[config.mk]
export PLATFORM = sky130hd
export DESIGN_NAME = divider_arbiter
export DESIGN_NICKNAME = d
export VERILOG_FILES = /design/src/rtl/divider_pkg.sv /design/src/rtl/rr_arbiter.sv /design/src/rtl/divider_arbiter.sv
export SDC_FILE = /design/constraint.sdc
export NUM_CORES = 1
export LEC_CHECK = 0
export CORE_MARGIN = 4
export CORE_UTILIZATION = 37
export DETAILED_ROUTE_END_ITERATION = 8
export GPL_TIMING_DRIVEN = 0
export PLACE_DENSITY_LB_ADDON = 0.05
export RECOVER_POWER = 25
export SYNTH_ARGS = -nofsm -noshare
export SYNTH_HDL_FRONTEND = slang
export SYNTH_SLANG_ARGS = --single-unit
[constraint.sdc]
create_clock -name in_clk -period 3.89 [get_ports in_clk]
set_clock_uncertainty 0.1 [all_clocks]
set_input_delay 0.389 -clock in_clk [delete_from_list [all_inputs] [get_ports in_clk]]
set_output_delay 0.389 -clock in_clk [all_outputs]
set_load 0.05 [all_outputs]
[src/rtl/divider_pkg.sv]
// Shared width defaults, id width helper and tag record layout for the divider arbiter.
package divider_pkg;

    localparam int unsigned DEF_NUM_REQ        = 4;
    localparam int unsigned DEF_DIVIDEND_WIDTH = 8;
    localparam int unsigned DEF_DIVIDER_WIDTH  = 8;

    function automatic int unsigned id_width(input int unsigned n);
        return (n > 1) ? $clog2(n) : 1;
    endfunction

    localparam int unsigned DEF_ID_WIDTH = id_width(DEF_NUM_REQ);

    // Reference layout of one tag-line entry at the default widths.
    typedef struct packed {
        logic                          valid;
        logic [DEF_ID_WIDTH-1:0]       id;
        logic                          zero;
        logic [DEF_DIVIDEND_WIDTH-1:0] dividend;
    } tag_t;

endpackage

[src/rtl/rr_arbiter.sv]
// Combinational round-robin arbiter: the search starts just above last_grant and wraps.
module rr_arbiter
    import divider_pkg::*;
#(
    parameter  int unsigned NUM_REQ = DEF_NUM_REQ,
    localparam int unsigned ID_W    = id_width(NUM_REQ)
) (
    input  logic [NUM_REQ-1:0] req,
    input  logic [ID_W-1:0]    last_grant,
    output logic [NUM_REQ-1:0] grant
);

    logic [NUM_REQ-1:0] above_mask;
    logic [NUM_REQ-1:0] req_hi;
    logic [NUM_REQ-1:0] pick;

    always_comb begin
        above_mask = '0;
        for (int unsigned k = 0; k < NUM_REQ; k++) begin
            above_mask[k] = (ID_W'(k) > last_grant);
        end
    end

    // Prefer requesters above the last winner, else wrap to the lowest one.
    assign req_hi = req & above_mask;
    assign pick   = (|req_hi) ? req_hi : req;
    assign grant  = pick & (~pick + NUM_REQ'(1));

endmodule

[src/rtl/divider_arbiter.sv]
// Shares one fixed-latency divider pipeline among NUM_REQ requesters with tagged responses.
// Optional divide-by-zero handling is enabled by defining DIVIDER_ARB_ZERO_CHECK_EN.
module divider_arbiter
    import divider_pkg::*;
#(
    parameter  int unsigned NUM_REQ        = DEF_NUM_REQ,
    parameter  int unsigned DIVIDEND_WIDTH = DEF_DIVIDEND_WIDTH,
    parameter  int unsigned DIVIDER_WIDTH  = DEF_DIVIDER_WIDTH,
    parameter  int unsigned LATENCY        = DIVIDEND_WIDTH,
    localparam int unsigned ID_W           = id_width(NUM_REQ),
    localparam int unsigned INF_W          = $clog2(LATENCY + 1)
) (
    input  logic                              in_clk,
    input  logic                              in_rst,
    input  logic [NUM_REQ-1:0]                in_req_valid,
    input  logic [NUM_REQ*DIVIDEND_WIDTH-1:0] in_req_dividend,
    input  logic [NUM_REQ*DIVIDER_WIDTH-1:0]  in_req_divider,
    output logic [NUM_REQ-1:0]                out_req_ready,
    output logic                              out_div_valid,
    output logic [DIVIDEND_WIDTH-1:0]         out_div_dividend,
    output logic [DIVIDER_WIDTH-1:0]          out_div_divider,
    input  logic                              in_div_valid,
    input  logic [DIVIDEND_WIDTH-1:0]         in_div_quotient,
    input  logic [DIVIDER_WIDTH-1:0]          in_div_remainder,
    output logic                              out_rsp_valid,
    output logic [ID_W-1:0]                   out_rsp_id,
    output logic [DIVIDEND_WIDTH-1:0]         out_rsp_quotient,
    output logic [DIVIDER_WIDTH-1:0]          out_rsp_remainder,
    output logic [INF_W-1:0]                  out_inflight,
    output logic                              out_err_sync
);

    localparam int unsigned CNT_W = (INF_W > 4) ? INF_W : 4;

    // Same field order as divider_pkg::tag_t, sized by this instance's parameters.
    typedef struct packed {
        logic                      valid;
        logic [ID_W-1:0]           id;
`ifdef DIVIDER_ARB_ZERO_CHECK_EN
        logic                      zero;
        logic [DIVIDEND_WIDTH-1:0] dividend;
`endif
    } tag_rec_t;

    logic [NUM_REQ-1:0] req_gated;
    logic [NUM_REQ-1:0] grant;
    logic [ID_W-1:0]    last_grant_q;
    logic [ID_W-1:0]    win_id;
    logic               issue;
    tag_rec_t           tag_q [LATENCY];
    tag_rec_t           tag_d;
    tag_rec_t           tail;
    logic [INF_W-1:0]   inflight_q;
    logic [INF_W-1:0]   inflight_d;
    logic [CNT_W-1:0]   settle_q;
    logic               settled;
    logic               err_q;

    assign req_gated = in_rst ? '0 : in_req_valid;

    rr_arbiter #(
        .NUM_REQ(NUM_REQ)
    ) u_rr_arbiter (
        .req       (req_gated),
        .last_grant(last_grant_q),
        .grant     (grant)
    );

    always_comb begin
        win_id           = '0;
        out_div_dividend = '0;
        out_div_divider  = '0;
        for (int unsigned i = 0; i < NUM_REQ; i++) begin
            if (grant[i]) begin
                win_id           = win_id | ID_W'(i);
                out_div_dividend = out_div_dividend | in_req_dividend[i*DIVIDEND_WIDTH +: DIVIDEND_WIDTH];
                out_div_divider  = out_div_divider | in_req_divider[i*DIVIDER_WIDTH +: DIVIDER_WIDTH];
            end
        end
    end

    assign issue         = |grant;
    assign out_req_ready = grant;
    assign out_div_valid = issue;

    always_comb begin
        tag_d       = '0;
        tag_d.valid = issue;
        tag_d.id    = win_id;
`ifdef DIVIDER_ARB_ZERO_CHECK_EN
        tag_d.zero     = issue && (out_div_divider == '0);
        tag_d.dividend = out_div_dividend;
`endif
    end

    assign tail          = tag_q[LATENCY-1];
    assign settled       = (settle_q == '0);
    assign out_rsp_valid = ~in_rst & settled & tail.valid & in_div_valid;
    assign out_rsp_id    = tail.id;

`ifdef DIVIDER_ARB_ZERO_CHECK_EN
    always_comb begin
        out_rsp_quotient  = in_div_quotient;
        out_rsp_remainder = in_div_remainder;
        if (tail.zero) begin
            out_rsp_quotient  = '1;
            out_rsp_remainder = DIVIDER_WIDTH'(tail.dividend);
        end
    end
`else
    assign out_rsp_quotient  = in_div_quotient;
    assign out_rsp_remainder = in_div_remainder;
`endif

    always_comb begin
        inflight_d = inflight_q;
        case ({issue, tail.valid})
            2'b10:   inflight_d = inflight_q + INF_W'(1);
            2'b01:   inflight_d = inflight_q - INF_W'(1);
            default: inflight_d = inflight_q;
        endcase
    end

    always_ff @(posedge in_clk) begin
        if (in_rst) begin
            last_grant_q <= ID_W'(NUM_REQ - 1);
            for (int unsigned i = 0; i < LATENCY; i++) begin
                tag_q[i] <= '0;
            end
            inflight_q <= '0;
            settle_q   <= CNT_W'(LATENCY);
            err_q      <= 1'b0;
        end else begin
            if (issue) begin
                last_grant_q <= win_id;
            end
            tag_q[0] <= tag_d;
            for (int unsigned i = 1; i < LATENCY; i++) begin
                tag_q[i] <= tag_q[i-1];
            end
            inflight_q <= inflight_d;
            if (!settled) begin
                settle_q <= settle_q - CNT_W'(1);
            end
            // Divider results still draining from before reset are ignored until settled.
            if (settled && (tail.valid != in_div_valid)) begin
                err_q <= 1'b1;
            end
        end
    end

    assign out_inflight = in_rst ? '0 : inflight_q;
    assign out_err_sync = in_rst ? 1'b0 : err_q;

endmodule
==> flow_summary.json <==
{
  "path_buf_inv": 5,
  "synth_area_per_cell_sq_um": 8.33,
  "grt_usage_pct": 19.9,
  "detail_route.vias_per_cell": 5.25,
  "synth_warnings": 0,
  "cts-buffers-inserted": 5,
  "global_route_wire_length_before_repair_mm": 11.7,
  "n_fill_cell": 494,
  "critical_path.max_stage_delay_ns": 0.85,
  "detail_route.wirelength_mm": 7.18,
  "power.share.clock_pct": 25.0,
  "vdd.ir_drop.worst_mv": 0.186,
  "initialDrtViolationCount": 111,
  "max_cap_violations": 0,
  "syn-cell-area_sq_um": 2140,
  "hpwlAfterDp_mm": 5.56,
  "cellLeakagePower_nw": 1.36,
  "startpoint_type": "primary input",
  "crit_path_end_kind": "output port",
  "place.port_buffers": 114,
  "worstPathCellList": "clkdlybuf4s50_1 > nor2b_1 > o21a_1 > buf_2 > buf_2 > buf_1 > o211ai_1 > nand4_1 > clkdlybuf4s50_1",
  "p_int_w": 0.000804,
  "classification_of_the_worst_slack_hold_path": "reg -> reg",
  "synth_sequential_area_ratio_pct": 32.7,
  "asyncSetResetFlopFracSynth_pct": 0,
  "fin_crit_sh_pct": 95.6,
  "grt_setup_unrepaired": "no",
  "die_y_microns": 84.1,
  "ys_top_cells_by_area": "sky130_fd_sc_hd__dfxtp_1, sky130_fd_sc_hd__o211ai_1, sky130_fd_sc_hd__nor2b_1",
  "vias_in_the_first_global_route": 2451,
  "num_antenna_cells": 0,
  "fin_util_pct": 62.6,
  "hold_violations_final": 0,
  "critical_path_arrival_ns": 3.23,
  "remaining_drc_errors": 0,
  "area_growth_syn_to_fin_pct": 62.9,
  "initial_util_pct": 38.4,
  "fin_total_pwr_w": 0.00126,
  "crit_family": "buffers and inverters",
  "hold_slack_ns": 0.337,
  "routedWlPerCell_microns": 15.9,
  "placementRows": 27,
  "antenna_found_initial": 0,
  "worstSkewPairLatency_ns": 0.28,
  "synth-seq-cells": 35,
  "maximum_number_of_pins_on_one_net_before_global_route_repair": 13,
  "synth_cells": 257,
  "synthTopCellsByCount": "sky130_fd_sc_hd__o211ai_1, sky130_fd_sc_hd__dfxtp_1, sky130_fd_sc_hd__nor2b_1",
  "setup_viol": 0,
  "synth_top_cell_by_area": "sky130_fd_sc_hd__dfxtp_1",
  "worst-path-max-fanout": 10,
  "ys_dominant_reg_cell": "sky130_fd_sc_hd__dfxtp_1",
  "drv_slew": 0,
  "synth.net_count": 350,
  "antenna_violating_nets_post_route": 0,
  "p_per_area_nw_per_um2": 361,
  "post_cts_hold_buffer_count": 0,
  "synth_enable_flop_cells": 0,
  "cts_h_tree_depth": 2,
  "timing.critical_path.slowest_stage_cell": "sky130_fd_sc_hd__clkdlybuf4s50_1",
  "pwr-share-comb_pct": 41.8,
  "clock_tree.root_cell": "sky130_fd_sc_hd__clkbuf_8",
  "status": "complete, no violations",
  "die_width_microns": 84.1,
  "timing.slew.headroom_pct": 56.2,
  "path_class": "in -> out",
  "route.vias.total": 2367,
  "drtPass1Iterations": 4,
  "synth_top_area_share_pct": 32.7,
  "global_route.overflow_total": 0,
  "fin_setup_tns_ns": 0,
  "synthMostInstantiatedCell": "sky130_fd_sc_hd__o211ai_1",
  "place_inst": 443,
  "core_area_sq_um": 5570,
  "finalNetCount": 471,
  "critical_path_required_ns": 3.40,
  "tightestPinTransition_ns": 0.653,
  "pwr-share-seq_pct": 33.2,
  "tritoncts": "built",
  "yosys.cell_types.count": 41,
  "finalCriticalPeriod_ns": 3.72,
  "clk_transition_reported_paths_ns": 0.07,
  "num_io_pins": 132,
  "cts_max_path_buffers": 2,
  "top_achievable_clock_speed_mhz": 269,
  "fin_cells": 451,
  "die-area_sq_um": 7070,
  "sw_pwr_w": 0.000455,
  "gpl.final_weighted_congestion": 0.853,
  "post_route_cells_drive_above_1_share_pct": 8.97,
  "clock_sinks": 35,
  "switch_share_pct": 36.2
}
path summary, 6_finish.rpt:
path                                endpoint                          from  slack (ns)  depth (start not counted)
hold reg to reg       tag_q[1][3]$_SDFF_PP0_        tag_q[1][0]$_SDFF_PP0_        0.34                          1
setup / recovery         out_div_dividend[5]               in_req_valid[1]        0.17                          9
hold / removal        tag_q[1][3]$_SDFF_PP0_        tag_q[1][0]$_SDFF_PP0_        0.34                          1
setup reg to reg  inflight_q[3]$_SDFFE_PP0P_  last_grant_q[1]$_SDFFE_PP1P_        0.64                         11
routing by layer:
metal	GRT usage (%)	wire, microns	vias up
li1	-	-	1171
met1	23.0	2800	1069
met2	33.6	3450	114
met3	8.49	802	13
met4	5.41	125	0
met5	0	0	-
worst reg2reg max path, cell delays in order (launching register included):
cell and delay [ns]:
sky130_fd_sc_hd__dfxtp_1 0.45, sky130_fd_sc_hd__a21oi_1 0.10, sky130_fd_sc_hd__o2111a_1 0.23, sky130_fd_sc_hd__clkbuf_1 0.22
sky130_fd_sc_hd__o21a_1 0.23, sky130_fd_sc_hd__nor4_1 0.37, sky130_fd_sc_hd__ha_1 0.28, sky130_fd_sc_hd__ha_1 0.24
sky130_fd_sc_hd__a21o_1 0.17, sky130_fd_sc_hd__a21oi_1 0.18, sky130_fd_sc_hd__mux2i_1 0.23, sky130_fd_sc_hd__mux2_2 0.35
kinds of logic (layout without fill, tap and decap cells):
group	count (synthesis)	after routing	synth area share (%)
AOI/OAI and AO/OA	67	67	24.4
muxes	2	2	0.993
DFF	35	35	32.7
buffers and inverters	51	173	12.4
and+or+nand+nor	91	91	23.6
xor gates and xnor gates	5	5	2.04
adders and majority gates	6	6	3.86
area by class of cell:
type	count	area, sq um	share of cell area (%)
clock buffer	5	68.8	1.97
buffer	42	229	6.56
clock inverter	3	43.8	1.26
tap	72	90.1	2.58
timing repair buffer	114	1140	32.8
sequential	35	701	20.1
multi-input combinational	171	1180	33.7
inverter	9	36.3	1.04
per-stage QoR:
stage	area [sq um]	worst slack, ns
2_1_floorplan	2140	0.0998
3_3_place_gp	3370	0.156
3_5_place_dp	3370	0.116
4_1_cts	3490	0.154
5_1_grt	3490	0.0000335
6_report	3490	0.171
registers in the layout, summed over array words and instances, names as in the netlist:
| signal | cells |
|---|---|
| err_q | 1 |
| inflight_q | 4 |
| last_grant_q | 2 |
| settle_q | 4 |
| tag_q | 24 |
layout by cell type (no fill, tap or decap), types with 7 or more instances in the layout:
master,n
sky130_fd_sc_hd__buf_4,18
sky130_fd_sc_hd__clkbuf_1,16
sky130_fd_sc_hd__clkdlybuf4s50_1,113
sky130_fd_sc_hd__dfxtp_1,35
sky130_fd_sc_hd__inv_1,7
sky130_fd_sc_hd__nand3_1,16
sky130_fd_sc_hd__nand4_1,17
sky130_fd_sc_hd__nor2_1,14
sky130_fd_sc_hd__nor2b_1,25
sky130_fd_sc_hd__o211ai_1,48
power groups by stage:
| stage | logic [W] | clock network [W] | registers [W] |
|---|---|---|---|
| 2_1_floorplan | 0.000333 | 0 | 0.000420 |
| 3_3_place_gp | 0.000522 | 0 | 0.000425 |
| 3_5_place_dp | 0.000526 | 0 | 0.000426 |
| 4_1_cts | 0.000529 | 0.000327 | 0.000418 |
| 5_1_grt | 0.000567 | 0.000344 | 0.000423 |
| 6_report | 0.000526 | 0.000315 | 0.000418 |
what timing repair did:
item,in CTS,in global routing
setup buffers,0,0
setup endpoints to repair,0,3
gates resized for setup,0,3
Power figures use the tool's default switching activity.
